**config.mk**
```make
export PLATFORM = sky130hd
export DESIGN_NAME = bolas_inimigas_pool
export DESIGN_NICKNAME = d
export VERILOG_FILES = /design/src/rtl/bolas_inimigas_pool.sv
export SDC_FILE = /design/constraint.sdc
export NUM_CORES = 1
export LEC_CHECK = 0
export ABC_CLOCK_PERIOD_IN_PS = 5500
export CAP_MARGIN = 20
export CORE_UTILIZATION = 48
export CTS_CLUSTER_SIZE = 16
export DETAILED_ROUTE_END_ITERATION = 16
export GPL_TIMING_DRIVEN = 0
export MAX_ROUTING_LAYER = met4
export PLACE_DENSITY = 0.7
export SLEW_MARGIN = 10
export SYNTH_ARGS = -nofsm -noshare
export SYNTH_HDL_FRONTEND = slang
export SYNTH_SLANG_ARGS = --single-unit
```
**constraint.sdc**
```tcl
create_clock -name CLOCK_50 -period 5.5 [get_ports CLOCK_50]
set_input_delay 1.1 -clock CLOCK_50 [delete_from_list [all_inputs] [get_ports CLOCK_50]]
set_output_delay 1.1 -clock CLOCK_50 [all_outputs]
set_load 0.02 [all_outputs]
```
**src/rtl/bolas_inimigas_pool.sv**
```systemverilog
// bolas_inimigas_pool: pool of falling enemy projectiles with LFSR-gated spawning and ship hit detection.
// Optional BOLA_MIRADA_EN: in-flight projectiles also steer 1 px per tick toward the ship's x.
module bolas_inimigas_pool #(
   parameter int N_BOLAS   = 4,
   parameter int W         = 10,
   parameter int TICK_DIV  = 50000,
   parameter int SPAWN_DIV = 50000000,
   parameter int VEL       = 1,
   parameter int ALTURA    = 480,
   parameter int NAVE_L    = 45,
   parameter int NAVE_A    = 51,
   parameter int PARK      = 1000
) (
   input  logic                 CLOCK_50,
   input  logic                 reset_n,
   input  logic                 pausa,
   input  logic                 reiniciar_jogo,
   input  logic [N_BOLAS*W-1:0] xi,
   input  logic [N_BOLAS*W-1:0] yi,
   input  logic [W-1:0]         x_nave,
   input  logic [W-1:0]         y_nave,
   input  logic [N_BOLAS-1:0]   bola_morta,
   output logic [N_BOLAS*W-1:0] x,
   output logic [N_BOLAS*W-1:0] y,
   output logic [N_BOLAS-1:0]   ativas,
   output logic                 bateunave,
   output logic                 hit_pulse,
   output logic [9:0]           LEDR
);
   localparam int TW = TICK_DIV > 1 ? $clog2(TICK_DIV) : 1;
   localparam int SW = SPAWN_DIV > 1 ? $clog2(SPAWN_DIV) : 1;
   localparam int IW = N_BOLAS > 1 ? $clog2(N_BOLAS) : 1;
   localparam logic [W-1:0] L_PARK = W'(PARK);
   localparam logic [W-1:0] L_ALT  = W'(ALTURA);
   localparam logic [W:0]   L_NL   = (W+1)'(NAVE_L);
   localparam logic [W:0]   L_NA   = (W+1)'(NAVE_A);
   localparam logic [W:0]   L_VEL  = (W+1)'(VEL);
   localparam logic [W:0]   L_MAX  = {1'b0, {W{1'b1}}};

   typedef enum logic {IDLE, FLIGHT} estado_t;

   estado_t       r_st [N_BOLAS];
   logic [W-1:0]  r_x  [N_BOLAS];
   logic [W-1:0]  r_y  [N_BOLAS];
   logic [TW-1:0] r_tick_cnt;
   logic [SW-1:0] r_spawn_cnt;
   logic [3:0]    r_op;
   logic          r_bate;
   logic          r_hit;

   logic               w_tick, w_spawn, w_spawn_ok, w_livre, w_hit_any;
   logic [IW-1:0]      w_sel;
   logic [N_BOLAS-1:0] w_fora, w_dentro;
   logic [W-1:0]       w_x_next [N_BOLAS];
   logic [W-1:0]       w_y_next [N_BOLAS];

   assign w_tick     = !pausa && r_tick_cnt == TW'(TICK_DIV - 1);
   assign w_spawn    = !pausa && r_spawn_cnt == SW'(SPAWN_DIV - 1);
   assign w_spawn_ok = w_spawn && (r_op[2:0] == 3'd1 || r_op[2:0] == 3'd3);
   assign w_hit_any  = w_tick && |(ativas & ~bola_morta & ~w_fora & w_dentro);
   assign bateunave  = r_bate;
   assign hit_pulse  = r_hit;
   assign LEDR       = {6'd0, r_op};

   // Descending scan so the lowest free index is the one left in w_sel.
   always_comb begin
      w_livre = 1'b0;
      w_sel   = '0;
      for (int k = N_BOLAS - 1; k >= 0; k--)
         if (r_st[k] == IDLE && !bola_morta[k]) begin
            w_livre = 1'b1;
            w_sel   = IW'(k);
         end
   end

   for (genvar i = 0; i < N_BOLAS; i++) begin : g_slot
      logic [W:0] w_y_inc;
      assign w_fora[i]   = r_y[i] >= L_ALT;
      assign w_dentro[i] = r_x[i] >= x_nave && {1'b0, r_x[i]} <= {1'b0, x_nave} + L_NL &&
                           r_y[i] >= y_nave && {1'b0, r_y[i]} <= {1'b0, y_nave} + L_NA;
      assign w_y_inc     = {1'b0, r_y[i]} + L_VEL;
      assign w_y_next[i] = w_y_inc > L_MAX ? '1 : w_y_inc[W-1:0];
`ifdef BOLA_MIRADA_EN
      assign w_x_next[i] = r_x[i] < x_nave ? r_x[i] + W'(1) : r_x[i] > x_nave ? r_x[i] - W'(1) : r_x[i];
`else
      assign w_x_next[i] = r_x[i];
`endif
      assign x[i*W +: W] = r_x[i];
      assign y[i*W +: W] = r_y[i];
      assign ativas[i]   = r_st[i] == FLIGHT;
   end

   always_ff @(posedge CLOCK_50 or negedge reset_n)
      if (!reset_n) begin
         r_tick_cnt  <= '0;
         r_spawn_cnt <= '0;
         r_op        <= 4'hF;
         r_bate      <= 1'b0;
         r_hit       <= 1'b0;
         for (int k = 0; k < N_BOLAS; k++) begin
            r_st[k] <= IDLE;
            r_x[k]  <= L_PARK;
            r_y[k]  <= L_PARK;
         end
      end else if (reiniciar_jogo) begin
         r_tick_cnt  <= '0;
         r_spawn_cnt <= '0;
         r_op        <= 4'hF;
         r_bate      <= 1'b0;
         r_hit       <= 1'b0;
         for (int k = 0; k < N_BOLAS; k++) begin
            r_st[k] <= IDLE;
            r_x[k]  <= L_PARK;
            r_y[k]  <= L_PARK;
         end
      end else begin
         if (!pausa) begin
            r_tick_cnt  <= w_tick ? '0 : r_tick_cnt + TW'(1);
            r_spawn_cnt <= w_spawn ? '0 : r_spawn_cnt + SW'(1);
         end
         if (w_spawn)
            r_op <= {r_op[2:0], r_op[3] ^ r_op[2]};
         r_hit  <= w_hit_any;
         r_bate <= r_bate | w_hit_any;
         // Kill is level-sensitive and wins over spawn, pause and movement.
         for (int k = 0; k < N_BOLAS; k++)
            if (bola_morta[k]) begin
               r_st[k] <= IDLE;
               r_x[k]  <= L_PARK;
               r_y[k]  <= L_PARK;
            end else if (w_spawn_ok && w_livre && w_sel == IW'(k)) begin
               r_st[k] <= FLIGHT;
               r_x[k]  <= xi[k*W +: W];
               r_y[k]  <= yi[k*W +: W];
            end else if (w_tick && r_st[k] == FLIGHT) begin
               if (w_fora[k] || w_dentro[k]) begin
                  r_st[k] <= IDLE;
                  r_x[k]  <= L_PARK;
                  r_y[k]  <= L_PARK;
               end else begin
                  r_x[k] <= w_x_next[k];
                  r_y[k] <= w_y_next[k];
               end
            end
      end
endmodule

```
# Word-level counts from Yosys, hierarchy flattened
# Cells that the tools add are included.
# word_totals
ff_bits	132
output_inout_bits	96
# op_classes
addsub	8
magnitude_cmp	24
n_eq_ne	8
mux	73
n_bitwise	11
n_reduce_logical	54
# op_table
op	count
2-to-1 mux 10 bit	36
<= comparator 10 x 11 -> 1 bit	8
>= comparator 10 bit	8
2-to-1 mux 40 bit	2
2-to-1 mux 26 bit	3
2-to-1 mux 16 bit	3
adder 10 x 1 -> 11 bit, second input constant	4
> comparator 11 x 10 -> 1 bit, second input constant	4
>= comparator 10 x 9 -> 1 bit, second input constant	4
nonzero test 4 bit	8
logical AND 1 bit	29
adder 26 x 1 -> 26 bit, second input constant	1
== test 26 bit, second input constant	1
adder 10 x 6 -> 11 bit, second input constant	2
2-to-1 mux 1 bit	22
adder 16 x 1 -> 16 bit, second input constant	1
== test 16 bit, second input constant	1
bitwise AND 4 bit	3
2-to-1 mux 4 bit	3
2-to-1 mux 2 bit	4
inverter 4 bit	2
AND reduction 2 bit	4
logical NOT 1 bit	5
logical OR 1 bit	5
11 further kinds	15

# Logic depth before layout (Yosys ltp)
# Gate-level depths: netlist of the first run.
# logic_depth
word_depth	11
depth_mapped	16
ltp_nobuf	15

# Worst setup path after synthesis of the first run
# No wires, ideal clock.
# synth_path
path_type	input to register
from	input port x_nave[2]
to	register r_x (netlist bit x[21])
arrival_time_ns	4.008
required_time_ns	5.379
path_slack_ns	1.371
cell_stages	13
n_path_buf	2
cell_sequence	buf_6 a211oi_1 o221ai_1 o311a_1 ha_1 or4_1 a311oi_1 maj3_1 o22ai_2 a21oi_4 o21ai_2 buf_6 a22o_1
# synth_via
elab_chain_len	8
# synth_rtl
element	line_no	text
start, declared	20	input logic [W-1:0] x_nave,
adder 10 x 6 -> 11 bit	79	assign w_dentro[i] = r_x[i] >= x_nave && {1'b0, r_x[i]} <= {1'b0, x_nave} + L_NL &&
<= comparator 10 x 11 -> 1 bit	79	
logical AND 1 bit * (2 in a row)	79	
logical AND 1 bit *	80	r_y[i] >= y_nave && {1'b0, r_y[i]} <= {1'b0, y_nave} + L_NA;
logical OR 1 bit *	136	if (w_fora[k] || w_dentro[k]) begin
nonzero test 4 bit (no source line) *	n/a	
AND reduction 2 bit (no source line) *	n/a	
end signal, assigned by index	133	r_x[k] <= xi[k*W +: W];
end signal, assigned by index	141	r_x[k] <= w_x_next[k];
end, declared	43	logic [W-1:0] r_x [N_BOLAS];
# Every way passes the cells marked *; elsewhere a longest branch is shown, timed or not.
# A chain may end at the register's enable or synchronous reset.

# Worst setup path in the final report of the first run
# layout_path
from	input port y_nave[0]
to	register r_x (netlist bit x[24])
# layout_via
elab_chain_len	6
# layout_rtl
element	line_no	text
start, declared	21	input logic [W-1:0] y_nave,
adder 10 x 6 -> 11 bit / >= comparator 10 bit (equally long branches)	80	
<= comparator 10 x 11 -> 1 bit / logical AND 1 bit (equally long branches)	80, 79	
logical AND 1 bit *	80	
logical OR 1 bit *	136	
nonzero test 4 bit (no source line) *	n/a	
AND reduction 2 bit (no source line) *	n/a	
# Marked as above.

==> impl_metrics.ini, run 1 <==
[clock_network]
cts-root-buf = clkbuf_16
cts_buffer_depth = 2
cts_buffers = 17
numClockSinks = 132
insertion_delay_ps = 430
ctsHoldBuffers = 0
htreeDepth = 4
clk_pin_slew_ps = 70
cts_tree = done

[synth]
synth_top_area_share = 0.180
netlist_area_sq_mm = 0.0115
ys_types = 84
synth_enable_flop_cells = 0
yosysTopAreaCell = ha_1
yosysSeqAreaShare = 0.294
synth_warnings = 0
synth-seq-cells = 132
synth_ff_type = dfrtp_1
netlist_instances = 1284
synthTopCellsByArea = ha_1 18%, dfrtp_1 17%, dfstp_2 12%, nor2_1 3.5%, a21oi_1 3.4%
async_flop_share = 1.00
synth.avg_cell_area_sq_um = 8.93

[timing]
timing.final.hold_violations = 0
slew_violations = 0
max-slew-margin-rel = 0.343
finalSetupTns_ps = 0
period_needed_ps = 5290
finClkSkew_ps = 11.0
setup-violations-final = 0
worst_slew_pin_slew_ps = 978
rsz0062_at_grt = false
finalCritPeriodShare = 0.963
max_clock_freq_mhz = 189

[routing]
drt-met1-wl_mm = 16.4
dr.max_layer_used = met4
wl_met3_mm = 3.01
dr.pass1.iters = 5
ant_nets = 0
wl_met2_mm = 17.9
vias_per_cell = 6.19
post_drt_wl_per_cell_um = 20.7
vias = 11400
drt_iter0_markers = 904
drc = 0
routed_wl_mm = 38.0

[setup_path]
crit_required_ps = 5810
critPathCaptureType = register
path_cells = clkdlybuf4s50_1, inv_1, ha_1, nand3b_1, xnor2_2, ha_1, a21o_1, a21o_1, a211o_1, a2111oi_0, o211ai_1, a21oi_4, o21ai_2, buf_6, a22o_1
critPathTopFamily = compound AO/OA/AOI/OAI gates
cp_slowest_cell = clkdlybuf4s50_1
path_max_fanout = 10
critical_path_class = in -> reg
crit_buf_inv = 3
worstPathArrival_ps = 5610
worst_path_largest_cell_delay_ps = 680
startpoint_type = input port

[cells_and_area]
nFillCells = 2064
layout-drive-gt1-share = 0.0947
finalNetCount = 1780
synthToLayoutAreaGrowth_pct = 26.3
fin_util = 0.617
n_antenna_cell = 0

[die]
initial_utilization = 0.489
num_rows = 56
core_sq_mm = 0.0235
die_area_sq_mm = 0.0245
die_w_um = 157
ioPinCount = 204
dieHeight_um = 157

[place]
gp_congestion = 0.961
port_buffers = 195
dp_hpwl_mm = 29.0

[pwr]
vdd_ir_drop_max_uv = 178
powerDensity_mw_per_mm2 = 182
p_leak_nw = 6.15

[min_path]
hold_path_class = reg -> reg

[global_route]
grt_pass1_vias = 10800
grt_pass1_wl_mm = 59.4
overflow = 0
track_usage = 0.327
grt_max_degree = 71
antenna_found_initial = 0

[run_status]
outcome = finished, final reports clean

[flow_run]
drv_cap = 0
per-layer routing:
metal | global-route usage | vias to the layer above
li1 | - | 5309
met1 | 0.435 | 5516
met2 | 0.519 | 504
met3 | 0.0468 | 54
met4 | 0.0906 | 0
met5 | - | -
layout make-up:
type | instances | area, sq um | share of cell area
Inverter | 60 | 225 | 0.0155
Clock inverter | 13 | 126 | 0.00872
Buffer | 43 | 226 | 0.0156
Sequential cell | 132 | 3370 | 0.232
Multi-Input combinational cell | 1054 | 7700 | 0.531
Timing Repair Buffer | 199 | 2000 | 0.138
Tap cell | 319 | 399 | 0.0275
Clock buffer | 19 | 443 | 0.0306
cell usage in the layout (no fill, tap or decap), drive strengths merged, types with 8 or more instances in the layout:
cell and n:
a21oi 81, nand2 78, clkbuf 44, inv 63, o21ai 77, o2111ai 12
a211o 11, and3 19, dfrtp 80, o22a 19, a21o 30, a21boi 9
nand3 55, a22o 14, clkdlybuf4s50 194, and4 8, nand2b 9, nor2 107
o211ai 10, nor4 9, a31oi 10, or3 8, dfstp 52, o21a 14
xor2 21, a22oi 10, xnor2 28, buf 23, a311oi 8, ha 165
a211oi 21, nor3 26, nand4 29, or4 8, nor2b 21, o22ai 20
or2 11
per-stage QoR:
stage | instance area [sq um] | setup WS (ps) | power (mW) | hold WS [ps] | std cells
floorplan | 11500 | 1370 | 1.28 | 468 | 1289
global placement | 13800 | -2100 | 1.48 | 482 | 1803
detailed placement | 13900 | -426 | 1.49 | 489 | 1806
CTS | 14500 | 18.8 | 2.63 | 499 | 1838
global route | 14500 | 31.5 | 2.74 | 515 | 1839
finish | 14500 | 205 | 2.63 | 501 | 1839
cells by family after synthesis:
group                      count (synthesis)  share of synthesized area
muxes                                      3                    0.00262
xor gates and xnor gates                  55                     0.0493
AOI/OAI and AO/OA                        397                      0.240
other                                      1                   0.000327
buffers and inverters                    103                     0.0394
and+or+nand+nor                          427                      0.194
adders and majority gates                166                      0.181
DFF                                      132                      0.294
worst register-to-register path, delay by kind of cell (launching register included):
family / cells / cell delay (ps)
compound gates: 4 / 1760
simple gates: 3 / 1380
flops: 1 / 440
registers in the layout, indices dropped and copies added (netlist names):
signal / flops
r_spawn_cnt: 26
r_op: 4
bateunave: 1
ativas: 4
r_tick_cnt: 16
x: 40
y: 40
hit_pulse: 1
cell usage after synthesis (24+ instances only):
master / n
nor2_1: 107
ha_1: 165
nand3_1: 55
dfstp_2: 52
dfrtp_1: 80
a21oi_1: 79
a21o_1: 28
inv_1: 60
clkbuf_1: 24
nand2_1: 78
nand4_1: 29
xnor2_1: 28
nor3_1: 26
o21ai_0: 71
path summary, 6_finish.rpt:
kind | cells after the start | startpoint | end | slack, ps
worst min register to register | 2 | x[27] | x[27] | 500
worst max-delay path | 15 | y_nave[0] | x[24] | 210
max in group asynchronous | 2 | reset_n | y[29] | 4030
min in group asynchronous | 1 | reset_n | r_spawn_cnt[13] | 670
worst max register to register | 7 | r_spawn_cnt[12] | y[4] | 1770
worst min-delay path | 2 | x[27] | x[27] | 500
where the power goes:
part,leakage [nW],internal (mW),switching (mW)
logic,4.22,0.219,0.277
clock network,0.272,0.642,0.502
registers,1.66,0.981,0.0102
repair_timing:
item / in CTS / in global routing
resized for setup: 0 / 2
endpoints found under the setup margin: 0 / 14
buffers inserted: 0 / 0
Power figures use the tool's default switching activity.
==> inputs of run 2 (changes only) <==
Settings changed: ABC_AREA from default to 1, PLACE_DENSITY 0.7 to 0.69.
==> run 2 against run 1 <==
  * Sequential power rose by 6%
  * Clock-buffer cell count up 4
  * Worst hold slack got worse by 17 ps
  * Clock skew down 0.77 ps
  * Wire length decreased by 3.3%
  * Via count increased by 5.7%
  * Critical endpoint is now x[11]
  * Core utilization is 0.17 points lower
  * Die area is 3.4% higher
  * Largest power group unchanged
  * Clock power up 9%
  * Setup slack better by 640 ps
  * Largest cell class unchanged
==> impl_metrics.ini, run 2 <==
[global_route]
grt_pass1_vias = 11600
antenna_found_initial = 1
overflow = 0
track_usage = 0.302
grt_max_degree = 87
grt_pass1_wl_mm = 59.0

[pwr]
vdd_ir_drop_max_uv = 174
powerDensity_mw_per_mm2 = 195
p_leak_nw = 7.27

[clock_network]
numClockSinks = 132
ctsHoldBuffers = 0
clk_pin_slew_ps = 60
cts-root-buf = clkbuf_16
htreeDepth = 4
postCtsSetupRepairBufs = 0
insertion_delay_ps = 440
cts_buffer_depth = 2
cts_resized = 0
cts_tree = done
cts_buffers = 17

[routing]
dr.pass1.iters = 6
drt_iter0_markers = 1007
drc = 0
vias = 12000
routed_wl_mm = 36.8
post_drt_wl_per_cell_um = 16.6
vias_per_cell = 5.42
ant_nets = 0

[synth]
ys_types = 62
netlist_area_sq_mm = 0.0119
netlist_instances = 1658
synth_enable_flop_cells = 0
synthTopCellsByArea = ha_1 17%, dfrtp_1 17%, nand2_1 13%, dfstp_2 12%, nor2_1 6.5%
yosysSeqAreaShare = 0.284
synth-seq-cells = 132
synth_ff_type = dfrtp_1
synth_commonest_cells = 425 x nand2_1, 206 x nor2_1, 192 x inv_1
yosysMostFrequentCell = nand2_1
synth.avg_cell_area_sq_um = 7.15
yosysTopAreaCell = ha_1
async_flop_share = 1.00
synth_top_area_share = 0.174
synth_warnings = 0

[timing]
max_clock_freq_mhz = 215
worst_slew_pin_slew_ps = 1250
finClkSkew_ps = 10.2
slew_violations = 0
timing.final.hold_violations = 0
finalCritPeriodShare = 0.847
setup-violations-final = 0
max-slew-margin-rel = 0.159
period_needed_ps = 4660
rsz0062_at_grt = false

[setup_path]
critPathTopFamily = simple AND/OR/NAND/NOR gates
worstPathArrival_ps = 4980
crit_top_cell = nand2_1
cp_slowest_cell = clkdlybuf4s50_1
crit_required_ps = 5820
worst_path_largest_cell_delay_ps = 700
startpoint_type = input port
path_cells = clkdlybuf4s50_1, inv_1, ha_1, nor2_1, nand2_1, xor2_1, ha_1, a21oi_1, o21a_1, nand2_1, nand2_1, nand2_1, nand2_1, nand2_1, nand2_1, nand2_1, nor2_1, nand2_2, nand3_2, nand2_1, buf_4, nand2_1, nand2_1
crit_buf_inv = 3
critPathCaptureType = register
critical_path_class = in -> reg
path_max_fanout = 10

[flow_run]
drv_cap = 0

[die]
die_area_sq_mm = 0.0253
num_rows = 57
die_w_um = 159
core_sq_mm = 0.0242
ioPinCount = 204
initial_utilization = 0.489
dieHeight_um = 159

[place]
post_dp_cell_area_sq_mm = 0.0143
port_buffers = 197
dp_hpwl_mm = 28.3
gp_congestion = 0.928

[min_path]
hold_path_class = reg -> reg

[cells_and_area]
layout-drive-gt1-share = 0.0835
mostFrequentLayoutCell = nand2_1
post-route-cell-area_sq_mm = 0.0149
synthToLayoutAreaGrowth_pct = 25.8
fin_util = 0.616
finalNetCount = 2153
final_cell_mix = 425 x nand2_1, 206 x nor2_1, 196 x clkdlybuf4s50_1

[run_status]
outcome = finished, final reports clean
run 2: changes by cell type in the layout (fill, tap and decap cells not counted), moves of 16 or more:
cell      delta
nor2_1      +99
nor2b_1     -21
nand2_1    +347
o22ai_1     -16
xnor2_1     -20
clkbuf_1    -19
a21o_1      -27
nand3_1     +41
inv_1      +132
o22a_1      -19
a21oi_1     +20
run 2: stage by stage:
step / total power, mW / TNS (ps) / std cells / setup slack, ps / hold WS [ps]
floorplan: 1.41 / 0 / 1663 / 2000 / 447
global placement: 1.65 / -187390 / 2184 / -2120 / 470
detailed placement: 1.67 / 0 / 2185 / 494 / 472
CTS: 2.92 / 0 / 2217 / 899 / 482
global route: 3.04 / 0 / 2218 / 571 / 506
finish: 2.91 / 0 / 2218 / 843 / 484
run 2: layout make-up:
| class | instances | area (sq um) |
|---|---|---|
| Tap cell | 324 | 405 |
| Timing Repair Buffer | 198 | 2000 |
| Sequential cell | 132 | 3370 |
| Inverter | 199 | 747 |
| Clock buffer | 23 | 498 |
| Clock inverter | 9 | 140 |
| Antenna cell | 1 | 2.50 |
| Multi-Input combinational cell | 1310 | 7610 |
| Fill cell | 2253 | 9320 |
| Buffer | 22 | 156 |
run 2: cell families (layout without fill, tap and decap cells):
family / Yosys count / after routing / share of synthesized area
and+or+nand+nor: 854 / 854 / 0.316
AOI/OAI and AO/OA: 245 / 245 / 0.120
buffers and inverters: 221 / 451 / 0.0762
adders and majority gates: 165 / 165 / 0.174
DFF: 132 / 132 / 0.284
xor gates and xnor gates: 39 / 39 / 0.0288
other: 1 / 7 / 0.000316
muxes: 1 / 1 / 0.000844
run 2: final timing paths:
kind	slack (ps)	to	startpoint	cells after the start
setup / recovery	840	x[11]	y_nave[0]	23
hold / removal	480	r_op[1]	r_op[1]	2
setup reg to reg	2430	x[11]	r_tick_cnt[0]	12
hold reg to reg	480	r_op[1]	r_op[1]	2
max in group asynchronous	4050	y[17]	reset_n	2
min in group asynchronous	600	x[32]	reset_n	1
run 2: tightest hold or removal path, delay by kind of cell, from the launching register on:
family / cells / cell delay, ps
flip-flops: 1 / 380
AND/OR/NAND/NOR: 2 / 110
run 2: metal layers:
layer / routed length, um / up-vias / track usage
li1: - / 5952 / -
met1: 15900 / 5570 / 0.375
met2: 17600 / 420 / 0.503
met3: 2200 / 85 / 0.0417
met4: 1080 / 0 / 0.109
met5: 0 / - / -
run 2: power breakdown:
group	leakage (nW)	internal [mW]	switching, mW
registers	1.66	1.00	0.0423
clock network	0.307	0.778	0.459
logic	5.30	0.254	0.370
